--- src/rtl/seq_pkg.sv ---
// Shared types and constants for the instruction sequencer: FSM states, opcode classes,
// flag-select codes and ALU function codes.
package seq_pkg;

    typedef enum logic [1:0] {
        FETCH  = 2'd0,
        IMM    = 2'd1,
        EXEC   = 2'd2,
        HALTED = 2'd3
    } state_t;

    // Opcode classes, taken from ir[7:5]
    localparam logic [2:0] CLS_NOP  = 3'b000;
    localparam logic [2:0] CLS_ALUI = 3'b001;
    localparam logic [2:0] CLS_CLC  = 3'b010;
    localparam logic [2:0] CLS_JMP  = 3'b011;
    localparam logic [2:0] CLS_JCC  = 3'b100;
    localparam logic [2:0] CLS_ILL5 = 3'b101;
    localparam logic [2:0] CLS_ILL6 = 3'b110;
    localparam logic [2:0] CLS_HALT = 3'b111;

    // Flag selects for conditional jumps, taken from ir[2:0]
    localparam logic [2:0] FLG_C  = 3'd0;
    localparam logic [2:0] FLG_OV = 3'd1;
    localparam logic [2:0] FLG_P  = 3'd2;
    localparam logic [2:0] FLG_Z  = 3'd3;
    localparam logic [2:0] FLG_S  = 3'd4;

    localparam logic [2:0] ALU_PASS = 3'd0;
    localparam logic [2:0] ALU_ADD  = 3'd4;
    localparam logic [2:0] ALU_SUB  = 3'd5;

    function automatic logic needs_imm(input logic [2:0] cls);
        return (cls == CLS_ALUI) || (cls == CLS_JMP) || (cls == CLS_JCC);
    endfunction

    function automatic logic is_illegal(input logic [2:0] cls);
        return (cls == CLS_ILL5) || (cls == CLS_ILL6);
    endfunction

endpackage

--- src/rtl/branch_cond.sv ---
// Conditional-jump evaluation: selects one of the five datapath flags and optionally inverts it.
// Selects outside the flag range evaluate as false before inversion.
module branch_cond
    import seq_pkg::*;
(
    input  logic       c,
    input  logic       ov,
    input  logic       p,
    input  logic       z,
    input  logic       s,
    input  logic [2:0] sel,
    input  logic       inv,
    output logic       take
);

    logic cond;

    always_comb begin
        cond = 1'b0;
        case (sel)
            FLG_C:   cond = c;
            FLG_OV:  cond = ov;
            FLG_P:   cond = p;
            FLG_Z:   cond = z;
            FLG_S:   cond = s;
            default: cond = 1'b0;
        endcase
        take = cond ^ inv;
    end

endmodule

--- src/rtl/instr_sequencer.sv ---
// Fetch/decode/execute sequencer driving the ALU/accumulator/flag datapath from program ROM.
// Optional feature ILLEGAL_TRAP_EN: adds an 'illegal' output and traps classes 101/110 into HALTED.
module instr_sequencer
    import seq_pkg::*;
#(
    parameter int PC_W   = 8,
    parameter int DATA_W = 8
) (
    input  logic              clk,
    input  logic              rst,
    input  logic [DATA_W-1:0] rom_data,
    input  logic              C,
    input  logic              OV,
    input  logic              P,
    input  logic              Z,
    input  logic              S,
    output logic [PC_W-1:0]   pc,
    output logic [2:0]        alu_op,
    output logic [DATA_W-1:0] b,
    output logic              A_ce,
    output logic              C_OV_en,
    output logic              C_OV_kasowanie,
`ifdef ILLEGAL_TRAP_EN
    output logic              illegal,
`endif
    output logic              halt
);

    localparam int CW = (PC_W < DATA_W) ? PC_W : DATA_W;

    state_t            state_q, state_d;
    logic [PC_W-1:0]   pc_q, pc_d;
    logic [DATA_W-1:0] ir_q, ir_d;
    logic [DATA_W-1:0] imm_q, imm_d;

    logic [2:0]        cls;
    logic              take;
    logic [PC_W-1:0]   target;
    logic              ir_unused;

    assign cls       = ir_q[7:5];
    assign ir_unused = ir_q[4];
    assign target    = PC_W'(imm_q[CW-1:0]);

    branch_cond u_branch_cond (
        .c    (C),
        .ov   (OV),
        .p    (P),
        .z    (Z),
        .s    (S),
        .sel  (ir_q[2:0]),
        .inv  (ir_q[3]),
        .take (take)
    );

    always_ff @(posedge clk or posedge rst) begin
        if (rst) begin
            state_q <= FETCH;
            pc_q    <= '0;
            ir_q    <= '0;
            imm_q   <= '0;
        end else begin
            state_q <= state_d;
            pc_q    <= pc_d;
            ir_q    <= ir_d;
            imm_q   <= imm_d;
        end
    end

    always_comb begin
        state_d = state_q;
        pc_d    = pc_q;
        ir_d    = ir_q;
        imm_d   = imm_q;
        case (state_q)
            FETCH: begin
                ir_d    = rom_data;
                pc_d    = pc_q + PC_W'(1);
                state_d = needs_imm(rom_data[7:5]) ? IMM : EXEC;
            end
            IMM: begin
                imm_d   = rom_data;
                pc_d    = pc_q + PC_W'(1);
                state_d = EXEC;
            end
            EXEC: begin
                // Flags are sampled here; pc already points past the immediate if not taken
                if ((cls == CLS_JMP) || ((cls == CLS_JCC) && take)) begin
                    pc_d = target;
                end
                state_d = FETCH;
                if (cls == CLS_HALT) begin
                    state_d = HALTED;
                end
`ifdef ILLEGAL_TRAP_EN
                if (is_illegal(cls)) begin
                    state_d = HALTED;
                end
`endif
            end
            default: begin
                state_d = HALTED;
            end
        endcase
    end

    // Strobes are purely combinational from state/ir so async reset drops them at once
    always_comb begin
        A_ce           = 1'b0;
        C_OV_en        = 1'b0;
        C_OV_kasowanie = 1'b0;
        if (state_q == EXEC) begin
            if (cls == CLS_ALUI) begin
                A_ce    = 1'b1;
                C_OV_en = ir_q[3];
            end
            if (cls == CLS_CLC) begin
                C_OV_kasowanie = 1'b1;
            end
        end
    end

    assign pc     = pc_q;
    assign alu_op = ir_q[2:0];
    assign b      = imm_q;
    assign halt   = (state_q == HALTED);

`ifdef ILLEGAL_TRAP_EN
    // ir is frozen in HALTED, so the trapping class remains visible until reset
    assign illegal = (state_q == HALTED) && is_illegal(cls);
`endif

endmodule

--- config.mk ---
export PLATFORM = sky130hd
export DESIGN_NAME = instr_sequencer
export DESIGN_NICKNAME = d
export VERILOG_FILES = /design/src/rtl/seq_pkg.sv /design/src/rtl/branch_cond.sv /design/src/rtl/instr_sequencer.sv
export SDC_FILE = /design/constraint.sdc
export NUM_CORES = 1
export LEC_CHECK = 0
export BUFFER_PORTS_ARGS = -buffer_cell sky130_fd_sc_hd__buf_2
export CAP_MARGIN = 0
export CORE_MARGIN = 2
export CORE_UTILIZATION = 25
export DETAILED_ROUTE_END_ITERATION = 12
export GPL_TIMING_DRIVEN = 1
export HOLD_SLACK_MARGIN = 0.12
export RECOVER_POWER = 50
export SLEW_MARGIN = 20
export SYNTH_ARGS = -nofsm -noshare
export SYNTH_HDL_FRONTEND = slang
export SYNTH_SLANG_ARGS = --single-unit
--- constraint.sdc ---
create_clock -name clk -period 2.7 [get_ports clk]
set_clock_uncertainty 0.05 [all_clocks]
set_input_delay 0.135 -clock clk [delete_from_list [all_inputs] [get_ports clk]]
set_output_delay 0.135 -clock clk [all_outputs]
set_load 0.02 [all_outputs]
==> flow_metrics.tcl <==
set metrics [dict create \
    crit_chain "mux2_4, o32ai_2, xor2_2, o31ai_4, a21oi_1, a31oi_2" \
    start_util_pct 26.1 \
    finalSetupTns_ns 0 \
    syn_area_mm2 0.00134 \
    clkSinkCount 25 \
    slew_headroom_pct 39.8 \
    design_area_mm2 0.00170 \
    hold_viol 0 \
    ys_types 39 \
    maxSlewViolCount 0 \
    min_period_ns 2.25 \
    start_kind "flop" \
    dp_hpwl_um 2310 \
    r2r_slack_ns 0.45 \
    synth_ff_type "dfrtp_1" \
    ys.warnings.count 0 \
    ioPinCount 38 \
    io_buffer_count 37 \
    critPathKind "reg -> reg" \
    power_density_mw_per_mm2 1290 \
    synth_nets 140 \
    cts_max_level 1 \
    critPathMaxFanout 13 \
    firstDrtPassIters 4 \
    die_w_um 77.2 \
    slowest_stage "o31ai_4" \
    hold_ws_ns 0.439 \
    gp_congestion 0.711 \
    dieArea_mm2 0.00596 \
    drcViolationCount 0 \
    finalCritPeriodShare_pct 83.2 \
    maxCapViolations 0 \
    cp.required_ns 2.84 \
    grt_usage_pct 11.1 \
    synth_top_cell_by_area "dfrtp_1" \
    num_antenna_cells 0 \
    antenna_found_initial 0 \
    timing.fmax_ghz 0.445 \
    fillers 575 \
    synth-edff-count 0 \
    rsz0062_at_grt "no" \
    routedWlPerCell_um 12.7 \
    grt_overflow 0 \
    drtAntennaViolNets 0 \
    ys_ff_latch 25 \
    cts-root-buf "clkbuf_8" \
    drive_gt1_share_pct 30.8 \
    grt_max_degree 26 \
    via_per_inst 4.59 \
    cts_tree "done" \
    critPathCaptureType "flop" \
    netlist.area_leader.share_pct 46.7 \
    clock_path_buffers 2 \
    grt_pass1_vias 1103 \
    crit_arrival_ns 2.39 \
    postSynthCellCount 124 \
    grt_first_pass_wirelength_um 5330 \
    syn_area_per_cell_um2 10.8 \
    critPathBufInv 0 \
    r2r_cells 6 \
    cp_slowest_stage_delay_ns 0.63 \
    cts.repair.resized 0 \
    timing.critical_path.from "ir_q[1]" \
    area_growth_pct 26.5 \
    post_dp_cell_area_mm2 0.00158 \
    drt_iter0_markers 55 \
    clkTransAtPathRegs_ns 0.09 \
    timing.rr.end "pc[0]" \
    status "finished, final reports clean" \
    worst_ir_drop_vdd_v 0.000303 \
    routed_wl_um 3050 \
    synth.top_cells.by_area "dfrtp_1 47%, mux2_2 13%, a21oi_1 3.7%, nand3_1 2.6%, nand2_1 2.5%" \
    power_uw 2180 \
    async_reset_ff_share_pct 100 \
    synth-seq-area-share_pct 46.7 \
    core-area_mm2 0.00514 \
    die_h_um 77.2 \
    clk_latency_ns 0.26 \
    finalSetupViolCount 0 \
    leakage_uw 0.000714 \
    critPathTopFamily "compound AO/OA/AOI/OAI gates" \
    holdCritPathClass "in -> async" \
    vias 1097 \
    core.rowCount 26 \
    fin_util_pct 33.0 \
    fin_nets 186 \
    worstMarginPinSlew_ns 0.897 \
    numCtsBuffers 3 \
    r2r-start "ir_q[1]" \
]
through the flow:
step,worst slack [ns],std cells
2_1_floorplan,0.678,124
3_3_place_gp,0.500,226
3_5_place_dp,0.468,226
4_1_cts,0.455,239
5_1_grt,0.298,239
6_report,0.454,239
Yosys cell counts (2+ instances only):
cell type / count
clkbuf_1: 2
o21ai_0: 4
nand2b_1: 2
nor2_1: 7
nor4b_1: 2
inv_1: 5
a21oi_1: 10
a21oi_2: 3
nand3_1: 7
dfrtp_1: 25
buf_4: 3
and3_1: 3
nand2_1: 9
mux2_2: 16
o22ai_1: 2
timing repair:
item                      in CTS  in global routing
hold buffers                   9                  0
setup buffers                  0                  0
hold endpoints to repair      40                  0
area by class of cell:
class / count / area [µm²] / share of cell area, %
clock inverters: 1 / 5.00 / 0.295
inverters: 5 / 18.8 / 1.11
multi-input cells: 88 / 654 / 38.6
clock buffers: 3 / 41.3 / 2.44
flip-flops and latches: 25 / 626 / 36.9
well taps: 70 / 87.6 / 5.17
repair buffers: 47 / 263 / 15.5
cell families (layout without fill, tap and decap cells):
family	count (synthesis)	count (layout)	synth area share (%)
mux	18	18	15.3
fa+ha+maj	1	1	0.934
xor+xnor	3	3	2.52
simple gates	40	40	15.9
buf+inv	11	56	4.48
flops	25	25	46.7
compound gates	26	26	14.2
report_power, final:
| group | switching [µW] | internal [µW] | leakage [µW] |
|---|---|---|---|
| registers | 253 | 568 | 0.000289 |
| clock network | 116 | 103 | 0.0000255 |
| logic | 659 | 479 | 0.000399 |
cells in the final DEF, fill, tap and decap left out, types with 2 or more instances in the layout:
cell	count
a21oi_1	10
a21oi_2	3
and3_1	3
buf_2	21
clkbuf_1	16
clkbuf_8	3
dfrtp_1	25
dlygate4sd3_1	9
inv_1	4
mux2_2	16
nand2_1	9
nand2b_1	2
nand3_1	7
nor2_1	7
nor4b_1	2
o21ai_0	4
o22ai_1	2
registers in the layout, summed over array words and instances (netlist names):
register  cells
b             8
ir_q          7
state_q       2
pc            8
how the worst max path moves through the flow:
stage          cells past startpoint  endpoint  slack (ns)
2_1_floorplan                      4   C_OV_en        0.68
3_3_place_gp                       6     pc[0]        0.50
3_5_place_dp                       6     pc[0]        0.47
4_1_cts                            6     pc[0]        0.45
5_1_grt                            6     pc[0]        0.30
6_report                           6     pc[0]        0.45
metal layers:
| metal | GRT usage [%] | wire (µm) |
|---|---|---|
| met3 | 2.35 | 109 |
| met5 | 0 | 0 |
| met4 | 3.21 | 23 |
| met1 | 14.3 | 1420 |
| met2 | 18.8 | 1490 |
worst reg2reg max path: stages, from the launching register on:
cell	delay (ns)
dfrtp_1	0.44
mux2_4	0.32
o32ai_2	0.26
xor2_2	0.16
o31ai_4	0.63
a21oi_1	0.16
a31oi_2	0.16
Power figures use the tool's default switching activity.
